--- src/rtl/keypad_scanner_pkg.sv ---
`default_nettype none
// ============================================================================
//  Module   : keypad_scanner_pkg
//  Brief    : Shared types, key-index constants, operator codes and the
//             key-index to class/value mapping for the 4x4 keypad scanner.
//  Revision : 1.0  initial release
// ============================================================================
package keypad_scanner_pkg;

  // Scanner FSM state encoding
  typedef enum logic [1:0] {
    SCAN      = 2'd0,
    PRESS_DEB = 2'd1,
    HELD      = 2'd2,
    REL_DEB   = 2'd3
  } state_t;

  // Which press output a key drives
  typedef enum logic [1:0] {
    CLS_NUM    = 2'd0,
    CLS_OPT    = 2'd1,
    CLS_SUBMIT = 2'd2
  } key_class_t;

  typedef struct packed {
    key_class_t cls;
    logic [3:0] value;
  } key_info_t;

  // Key indices of the non-digit keys (index = col*4 + row)
  localparam logic [3:0] KEY_OPT0   = 4'd10;
  localparam logic [3:0] KEY_OPT1   = 4'd11;
  localparam logic [3:0] KEY_OPT2   = 4'd12;
  localparam logic [3:0] KEY_OPT4   = 4'd13;
  localparam logic [3:0] KEY_OPT5   = 4'd14;
  localparam logic [3:0] KEY_SUBMIT = 4'd15;

  // Operation codes reported on opt
  localparam logic [2:0] OPT_CODE_0 = 3'd0;
  localparam logic [2:0] OPT_CODE_1 = 3'd1;
  localparam logic [2:0] OPT_CODE_2 = 3'd2;
  localparam logic [2:0] OPT_CODE_4 = 3'd4;
  localparam logic [2:0] OPT_CODE_5 = 3'd5;

  // Map a key index to its output class and digit/operation value
  function automatic key_info_t decode_key(input logic [3:0] idx);
    key_info_t info;
    info.cls   = CLS_NUM;
    info.value = idx;
    case (idx)
      KEY_OPT0:   begin info.cls = CLS_OPT;    info.value = {1'b0, OPT_CODE_0}; end
      KEY_OPT1:   begin info.cls = CLS_OPT;    info.value = {1'b0, OPT_CODE_1}; end
      KEY_OPT2:   begin info.cls = CLS_OPT;    info.value = {1'b0, OPT_CODE_2}; end
      KEY_OPT4:   begin info.cls = CLS_OPT;    info.value = {1'b0, OPT_CODE_4}; end
      KEY_OPT5:   begin info.cls = CLS_OPT;    info.value = {1'b0, OPT_CODE_5}; end
      KEY_SUBMIT: begin info.cls = CLS_SUBMIT; info.value = 4'd0;               end
      default:    ;
    endcase
    return info;
  endfunction

  // Lowest-numbered active-low row; only meaningful when some row is low
  function automatic logic [1:0] first_low_row(input logic [3:0] rows);
    logic [1:0] r;
    r = 2'd0;
    for (int i = 3; i >= 0; i--) begin
      if (!rows[i]) r = 2'(i);
    end
    return r;
  endfunction

endpackage : keypad_scanner_pkg
`default_nettype wire

--- src/rtl/keypad_scanner_debounce_counter.sv ---
`default_nettype none
// ============================================================================
//  Module   : key_debounce_counter
//  Brief    : Saturating stable-time counter. done is high once enable has
//             been seen DEB_CYCLES-1 times since the last clear.
//  Revision : 1.0  initial release
// ============================================================================
module key_debounce_counter #(
  parameter int DEB_CYCLES = 250000
) (
  input  logic clk,
  input  logic reset,
  input  logic clear,
  input  logic enable,
  output logic done
);

  localparam int CNT_W = (DEB_CYCLES > 1) ? $clog2(DEB_CYCLES) : 1;
  localparam logic [CNT_W-1:0] CNT_LAST = CNT_W'(DEB_CYCLES - 1);

  logic [CNT_W-1:0] count;

  // Count enabled clocks, holding at the terminal value instead of wrapping
  always_ff @(posedge clk) begin
    if (reset || clear) begin
      count <= '0;
    end else if (enable && (count != CNT_LAST)) begin
      count <= count + 1'b1;
    end
  end

  assign done = (count == CNT_LAST);

endmodule : key_debounce_counter
`default_nettype wire

--- src/rtl/keypad_scanner.sv ---
`default_nettype none
// ============================================================================
//  Module   : keypad_scanner
//  Brief    : 4x4 matrix keypad scanner with press/release debounce. Drives
//             one active-low column at a time, decodes the first low row and
//             reports a held digit, operator or submit key as levels.
//  Revision : 1.0  initial release
// ============================================================================
module keypad_scanner
  import keypad_scanner_pkg::*;
#(
  parameter int SCAN_DIV   = 1250,
  parameter int DEB_CYCLES = 250000
) (
  input  logic       clk,
  input  logic       reset,
  input  logic [3:0] row,
  output logic [3:0] col,
  output logic [3:0] num,
  output logic       numPressed,
  output logic [2:0] opt,
  output logic       optPressed,
  output logic       submit
);

  localparam int DIV_W = (SCAN_DIV > 1) ? $clog2(SCAN_DIV) : 1;
  localparam logic [DIV_W-1:0] DIV_LAST = DIV_W'(SCAN_DIV - 1);

  logic [3:0]       row_meta;
  logic [3:0]       row_sync;
  state_t           state;
  state_t           state_next;
  logic [1:0]       col_idx;
  logic [1:0]       col_idx_next;
  logic [DIV_W-1:0] div_cnt;
  logic [DIV_W-1:0] div_next;
  logic [3:0]       cand;
  logic [3:0]       cand_next;
  logic [3:0]       num_next;
  logic [2:0]       opt_next;
  logic             num_pressed_next;
  logic             opt_pressed_next;
  logic             submit_next;
  logic             deb_clear;
  logic             deb_enable;
  logic             deb_done;
  logic             any_low;
  logic [3:0]       live_idx;
  key_info_t        cand_info;

  assign any_low   = ~&row_sync;
  assign live_idx  = {col_idx, first_low_row(row_sync)};
  assign cand_info = decode_key(cand);

  // Two-flop synchronizer for the asynchronous row inputs
  always_ff @(posedge clk) begin
    if (reset) begin
      row_meta <= '0;
      row_sync <= '0;
    end else begin
      row_meta <= row;
      row_sync <= row_meta;
    end
  end

  key_debounce_counter #(
    .DEB_CYCLES (DEB_CYCLES)
  ) u_deb (
    .clk    (clk),
    .reset  (reset),
    .clear  (deb_clear),
    .enable (deb_enable),
    .done   (deb_done)
  );

  // State, column, candidate and registered press outputs
  always_ff @(posedge clk) begin
    if (reset) begin
      state      <= SCAN;
      col_idx    <= 2'd0;
      col        <= 4'b1110;
      div_cnt    <= '0;
      cand       <= 4'd0;
      num        <= 4'd0;
      opt        <= 3'd0;
      numPressed <= 1'b0;
      optPressed <= 1'b0;
      submit     <= 1'b0;
    end else begin
      state      <= state_next;
      col_idx    <= col_idx_next;
      col        <= ~(4'b0001 << col_idx_next);
      div_cnt    <= div_next;
      cand       <= cand_next;
      num        <= num_next;
      opt        <= opt_next;
      numPressed <= num_pressed_next;
      optPressed <= opt_pressed_next;
      submit     <= submit_next;
    end
  end

  // Next-state, column advance, debounce control and press-output updates
  always_comb begin
    state_next       = state;
    col_idx_next     = col_idx;
    div_next         = div_cnt;
    cand_next        = cand;
    num_next         = num;
    opt_next         = opt;
    num_pressed_next = numPressed;
    opt_pressed_next = optPressed;
    submit_next      = submit;
    deb_clear        = 1'b0;
    deb_enable       = 1'b0;

    case (state)
      SCAN: begin
        deb_clear = 1'b1;
        if (div_cnt == DIV_LAST) begin
          div_next = '0;
          if (any_low) begin
            cand_next  = live_idx;
            state_next = PRESS_DEB;
          end else begin
            col_idx_next = col_idx + 2'd1;
          end
        end else begin
          div_next = div_cnt + 1'b1;
        end
      end

      PRESS_DEB: begin
        if (!any_low || (live_idx != cand)) begin
          state_next   = SCAN;
          col_idx_next = col_idx + 2'd1;
          div_next     = '0;
        end else if (deb_done) begin
          state_next = HELD;
          case (cand_info.cls)
            CLS_NUM: begin
              num_pressed_next = 1'b1;
              num_next         = cand_info.value;
            end
            CLS_OPT: begin
              opt_pressed_next = 1'b1;
              opt_next         = cand_info.value[2:0];
            end
            default: submit_next = 1'b1;
          endcase
        end else begin
          deb_enable = 1'b1;
        end
      end

      HELD: begin
        deb_clear = 1'b1;
        if (!any_low) state_next = REL_DEB;
      end

      REL_DEB: begin
        if (any_low) begin
          state_next = HELD;
          deb_clear  = 1'b1;
        end else if (deb_done) begin
          state_next       = SCAN;
          col_idx_next     = col_idx + 2'd1;
          div_next         = '0;
          num_next         = 4'd0;
          opt_next         = 3'd0;
          num_pressed_next = 1'b0;
          opt_pressed_next = 1'b0;
          submit_next      = 1'b0;
        end else begin
          deb_enable = 1'b1;
        end
      end

      default: state_next = SCAN;
    endcase
  end

endmodule : keypad_scanner
`default_nettype wire

--- config.mk ---
export PLATFORM = sky130hd
export DESIGN_NAME = keypad_scanner
export DESIGN_NICKNAME = d
export VERILOG_FILES = /design/src/rtl/keypad_scanner_pkg.sv /design/src/rtl/keypad_scanner_debounce_counter.sv /design/src/rtl/keypad_scanner.sv
export SDC_FILE = /design/constraint.sdc
export NUM_CORES = 1
export LEC_CHECK = 0
export ABC_AREA = 1
export CORE_MARGIN = 4
export CORE_UTILIZATION = 50
export DETAILED_ROUTE_END_ITERATION = 7
export GPL_TIMING_DRIVEN = 1
export PLACE_DENSITY = 0.8
export SLEW_MARGIN = 20
export SYNTH_ARGS = -nofsm -noshare
export SYNTH_HDL_FRONTEND = slang
export SYNTH_SLANG_ARGS = --single-unit
--- constraint.sdc ---
create_clock -name clk -period 3.35 [get_ports clk]
set_clock_uncertainty 0.05 [all_clocks]
set_input_delay 0.335 -clock clk [delete_from_list [all_inputs] [get_ports clk]]
set_output_delay 0.335 -clock clk [all_outputs]
set_load 0.02 [all_outputs]
==> results of run 1 <==
==> final cells by class <==
cell class,instances,share of cell area
Tap cell,77,0.02556
Multi-Input combinational cell,351,0.4811
Inverter,63,0.06341
Timing Repair Buffer,20,0.05246
Sequential cell,59,0.3134
Clock inverter,5,0.02656
Clock buffer,11,0.03752
==> cell families (layout without fill, tap and decap cells) <==
logic type	after synthesis	count (layout)	synth area share
AND/OR/NAND/NOR	263	263	0.3710
flip-flops	59	59	0.3556
XOR/XNOR	11	11	0.02900
AO/OA/AOI/OAI	70	70	0.1194
buffers and inverters	75	99	0.09868
adder cells (fa/ha/maj)	7	7	0.02636
==> power by group through the flow <==
stage	clock network, mW	registers [mW]	logic, mW
floorplan	0	0.763	0.296
global placement	0	0.770	0.332
detailed placement	0	0.772	0.342
CTS	0.801	0.756	0.346
global route	0.833	0.761	0.393
finish	0.787	0.756	0.350
==> cells in the final DEF, fill, tap and decap left out, types with 2 or more instances in the layout <==
cell | synthesis | final
inv_2 | 5 | 5
a21oi_4 | 2 | 2
ha_1 | 7 | 7
nor2_4 | 3 | 3
nand3_4 | 2 | 2
clkinv_2 | 2 | 4
nand4_1 | 11 | 11
clkbuf_8 | 1 | 10
or2_0 | 2 | 2
clkdlybuf4s50_1 | 0 | 19
nor3_1 | 9 | 9
inv_1 | 56 | 56
nand3_2 | 6 | 6
dfxtp_1 | 59 | 59
nand3_1 | 40 | 40
a21oi_1 | 44 | 44
nor2_2 | 2 | 2
or2_2 | 2 | 2
nor2_1 | 59 | 59
xnor2_1 | 5 | 5
bufinv_16 | 0 | 3
nand2_2 | 7 | 7
o21ai_1 | 6 | 6
a31o_2 | 2 | 2
xor2_1 | 6 | 6
o21ai_0 | 11 | 11
nor3b_1 | 2 | 2
nand2_1 | 113 | 113
==> flip-flops by register name, summed over array words and instances (netlist names), 3 cells and up <==
name,count
num,4
u_deb.count,18
col,4
div_cnt,11
cand,4
row_sync,4
opt,3
row_meta,4
==> worst max-delay path, stage by stage (launching register included) <==
cell     delay [ps]
dfxtp_1         430
inv_1            90
nand2_1          70
nand2_1          70
nor2_2          100
nand2_2          70
nor2_4          110
nand3_4         130
a21oi_4         510
nand3_1         190
nand2_1         140
nor2_1           50
==> Yosys cell counts, drive strengths merged (6+ instances only) <==
master	count	area [um^2]
a21oi	47	261.5
buf	7	58.80
dfxtp	59	1181
ha	7	87.58
inv	61	229.0
nand2	121	479.2
nand3	48	295.3
nand4	12	81.33
nor2	64	267.8
nor3	10	55.05
o21ai	17	85.08
xor2	6	52.55
==> metrics by stage <==
stage	cell area, um^2	setup WS (ps)	hold WS [ps]
2_1_floorplan	3322	1620	338.3
3_3_place_gp	3527	1343	342.3
3_5_place_dp	3527	1322	344.1
4_1_cts	3769	1275	353.4
5_1_grt	3769	1120	377.2
6_report	3769	1226	352.3
==> worst min-delay path by stage <==
stage,start,to,slack [ps]
6_report,row_meta[3],row_sync[3],350
5_1_grt,row_meta[2],row_sync[2],380
4_1_cts,row_meta[3],row_sync[3],350
3_5_place_dp,row_meta[3],row_sync[3],340
3_3_place_gp,row_meta[3],row_sync[3],340
2_1_floorplan,row_meta[0],row_sync[0],340
==> per-layer routing <==
metal / global-route usage / up-vias
met2: 0.3423 / 129
met1: 0.2370 / 1379
met4: 0.08119 / 0
li1: - / 1606
met3: 0.07189 / 30
met5: 0 / -
==> flow_summary_export.csv, run 1 <==
group,metric,value,unit
logic_synthesis,yosysSeqAreaShare,0.3556,
floorplanning,dieArea,8012,um^2
finish,register_area,1181,um^2
logic_synthesis,synth_edf_count,0,
finish,n_fill_cell,598,
logic_synthesis,mappedNetlistNets,498,
timing,maxSlewHeadroom,0.6195,
critical_path,ff2ff_setup_slack,1230,ps
drt,highest_layer,"met4",
drt,routed_wirelength,7478,um
grt,grt_pass1_vias,2977,
logic_synthesis,synthesis.instances,485,
timing,fmax,470.7,MHz
clock_network,htreeDepth,3,
placement,gp_congestion,0.9619,
power_and_ir_drop,power_density,502.3,nW/um^2
clock_network,hold_buffers,0,
grt,antenna_found_initial,0,
floorplanning,num_rows,29,
critical_path,worstSetupPathType,"reg -> reg",
logic_synthesis,synth-seq-cells,59,
timing,report.final.slew_viol_count,0,
timing,fin_crit_sh,0.6341,
critical_path,endpoint,"u_deb.count[2]",
drt,vias,3144,
critical_path,cp-startpoint,"cand[2]",
drt,via_per_inst,5.365,
finish,layout.nets,517,
power_and_ir_drop,total_leakage_power,1.438,nW
critical_path,critPathMaxFanout,21,
logic_synthesis,async_flop_share,0,
grt,grt_first_pass_wirelength,12820,um
job,cap_violations,0,
run_status,status,"complete, no violations",
drt,drt_iter0_drc,179,
logic_synthesis,synth_cell_type_count,41,
floorplanning,ios,20,
drt,wl_per_cell,12.76,um
drt,wl_met1,3156,um
finish,n_antenna_cell,0,
clock_network,cts_buffers,9,
power_and_ir_drop,finalPower,1.893,mW
timing,rsz0062_at_grt,"no",
logic_synthesis,syn_area_per_cell,6.849,um^2
timing,finalCriticalPeriod,2124,ps
power_and_ir_drop,combPwrFrac,0.185,
power_and_ir_drop,power_switching,544.3,uW
floorplanning,core,6386,um^2
placement,place_hpwl,5309,um
timing,finalSetupTns,0,ps
clock_network,cts_root_buf,"clkbuf_8",
critical_path,critPathRequiredTime,3530,ps
grt,track_usage,0.2040,
floorplanning,die_y,89.51,um
clock_network,cts_buffer_depth,2,
grt,gr-total-overflow,0,
critical_path,endpoint_kind,"flop",
power_and_ir_drop,seq_power_share,0.400,
logic_synthesis,synth_area,3322,um^2
drt,drtAntennaViolNets,0,
placement,io_buffer_count,19,
critical_path,r2r-end,"u_deb.count[2]",
critical_path,reg2regPathDepth,11,
finish,stdcell_count,586,
floorplanning,initial_core_util,0.5202,
power_and_ir_drop,irDropWorstVdd,0.4064,mV
hold_path,hp-class,"reg -> reg",
clock_network,cts_tree,"yes",
finish,area_growth,13.45,%
finish,postLayoutCoreUtil,0.5901,
clock_network,ctsResizeCount,0,
hold_path,holdPathStages,2,
floorplanning,die_x,89.51,um
logic_synthesis,synth-main-ff-cell,"dfxtp_1",
clock_network,clk_latency,340,ps
finish,drive_gt1_frac,0.1041,
drt,route.detailed.drc,0,
logic_synthesis,ys_warn_count,0,
power_and_ir_drop,netSwitchingFraction,0.2875,
power_and_ir_drop,clkPwrFrac,0.416,
clock_network,cts_setup_buffers,0,
critical_path,arrival,2310,ps
placement,placedCellCount,570,
critical_path,reg2reg_from,"cand[2]",
drt,dr.pass1.iters,5,
timing,setup_viol,0,
power_and_ir_drop,p_int,1.349,mW
critical_path,startpoint_type,"flop",
drt,dr_wl_met2,3550,um
clock_network,clk_pin_slew,70,ps
grt,grt_max_degree,22,
finish,multi_input_area,1813,um^2
clock_network,clkSinkCount,59,
drt,met3_length,513,um
timing,hold_violations,0,
timing,worstMarginPinSlew,569.5,ps
(Power assumes the default switching activity.)
==> run 2, diff against run 1 <==
PLACE_DENSITY = 0.83   (was 0.8)
clock period = 1.9 ns   (was 3.35 ns; I/O delays follow)
==> flow_summary_export.csv, run 2 (synthesis results as in run 1) <==
group,metric,value,unit
finish,n_antenna_cell,0,
critical_path,arrival,2000,ps
clock_network,clkSinkCount,59,
clock_network,cts_buffers,9,
run_status,status,"complete, no violations",
drt,drt_iter0_drc,233,
critical_path,crit_top_cell,"nand3_2",
power_and_ir_drop,irDropWorstVdd,0.5282,mV
floorplanning,die_x,89.51,um
timing,hold_violations,0,
drt,drtAntennaViolNets,0,
critical_path,worst-path-buf-inv,2,
finish,final_cell_mix,"nand2_1 (112), inv_1 (56), nor2_1 (55)",
timing,finalSetupTns,0,ps
finish,layout.nets,529,
critical_path,critical_path.top_delay_family,"simple AND/OR/NAND/NOR gates",
finish,largest_reg_flops,18,
critical_path,worstSetupPathType,"reg -> reg",
drt,routed_wirelength,8054,um
clock_network,clk_latency,350,ps
timing,worstMarginPinSlew,487.2,ps
drt,wl_per_cell,13.47,um
clock_network,cts_root_buf,"clkbuf_8",
floorplanning,initial_core_util,0.5202,
timing,rsz0062_at_grt,"yes",
drt,dr.pass1.iters,5,
placement,place_hpwl,5565,um
floorplanning,dieArea,8012,um^2
critical_path,worstPathCellList,"ha_4 -> nand3_2 -> clkinv_2 -> nand3_2 -> nor2_4 -> nand2_2 -> nand2_4 -> nand3_2 -> nand2_1 -> nand2_1 -> inv_1 -> nand3_1",
timing,maxSlewHeadroom,0.6749,
timing,report.final.slew_viol_count,0,
clock_network,cts_buffer_depth,2,
finish,area_growth,16.87,%
placement,gp_congestion,0.9929,
grt,grt_first_pass_wirelength,13280,um
clock_network,htreeDepth,3,
finish,regMostFlops,"u_deb.count",
grt,track_usage,0.2110,
timing,fmax,545.0,MHz
finish,n_fill_cell,569,
drt,via_per_inst,5.523,
finish,reg_top3,"u_deb.count (18), div_cnt (11)",
timing,setup_viol,0,
timing,finalCriticalPeriod,1835,ps
finish,layout_commonest_cell,"nand2_1",
drt,route.detailed.drc,0,
drt,vias,3303,
hold_path,hp-class,"in -> reg",
job,cap_violations,0,
power_and_ir_drop,total_leakage_power,1.492,nW
timing,holdWs,311.4,ps
critical_path,startpoint_type,"flop",
critical_path,critPathRequiredTime,2070,ps
floorplanning,num_rows,29,
grt,gr-total-overflow,0,
power_and_ir_drop,power_density,798.3,nW/um^2
critical_path,crit_slowest_cell,"dfxtp_2",
clock_network,clk_pin_slew,70,ps
floorplanning,core,6386,um^2
floorplanning,ios,20,
clock_network,cts_tree,"yes",
timing,fin_crit_sh,0.9657,
critical_path,endpoint_kind,"flop",
floorplanning,die_y,89.51,um
grt,antenna_found_initial,0,
grt,grt_max_degree,22,
critical_path,max_stage_delay,370,ps
finish,drive_gt1_frac,0.1593,
placement,io_buffer_count,19,
critical_path,critPathMaxFanout,5,
grt,grt_pass1_vias,3040,
clock_network,hold_buffers,0,
[run 2: changes by cell type in the layout (fill, tap and decap cells not counted), moves of 3 or more]
| cell | previous run | this run |
|---|---|---|
| buf_4 | 1 | 11 |
| dfxtp_1 | 59 | 52 |
| dfxtp_2 | 0 | 7 |
| clkinv_4 | 0 | 5 |
| nor2_1 | 59 | 55 |
| bufinv_16 | 3 | 0 |
| nor2_2 | 2 | 5 |
[run 2: layer usage]
layer | vias to the layer above | global-route usage | wire length, um | part of all wire
met2 | 141 | 0.3603 | 3969 | 0.49
li1 | 1631 | - | - | -
met1 | 1510 | 0.2492 | 3345 | 0.42
met4 | 0 | 0.08254 | 167 | 0.021
met3 | 21 | 0.05991 | 571 | 0.071
met5 | - | 0 | 0 | 0
[run 2: repair_timing]
action / CTS / global route
setup buffers: 0 / 1
cloned: 0 / 1
gates resized for setup: 2 / 22
pin swaps: 0 / 2
hold endpoints to repair: 0 / 0
setup endpoints to repair: 3 / 40
[run 2: layout make-up]
type / instances / area, um^2 / share of cell area
sequential: 59 / 1190 / 0.3065
multi-input combinational: 352 / 1879 / 0.4840
inverter: 63 / 245.2 / 0.06316
timing repair buffer: 31 / 292.8 / 0.07541
tap: 77 / 96.34 / 0.02481
clock inverter: 7 / 55.05 / 0.01418
clock buffer: 9 / 123.9 / 0.03190
[run 2: where the power goes]
group          internal, mW  switching (mW)
Clock                 0.477           0.551
Sequential             1.29          0.0519
Combinational         0.251           0.481
Total                  2.01            1.08
[run 2: path summary, 6_finish.rpt]
path	from	to	slack (ps)	cells after the start
min reg2reg	row_meta[0]	row_sync[0]	350	2
max reg2reg	u_deb.count[1]	col[2]	70	12
min	row[2]	row_meta[2]	310	3
max	u_deb.count[1]	col[2]	70	12
[run 2: stage by stage]
step                cells  area (um^2)  power, mW  worst slack (ps)    util
global route          598         3882      3.253            -81.37  0.6080
detailed placement    580         3615      2.000            -56.93  0.5660
finish                598         3882      3.099             65.16  0.6080
CTS                   596         3800      3.041             6.499  0.5950
global placement      580         3615      1.972             61.15  0.5660
floorplan             485         3322      1.867             169.8       -
[run 2: worst min-delay path, stage by stage]
cell and delay [ps]:
clkdlybuf4s50_1 400, inv_1 50, nor2_1 30
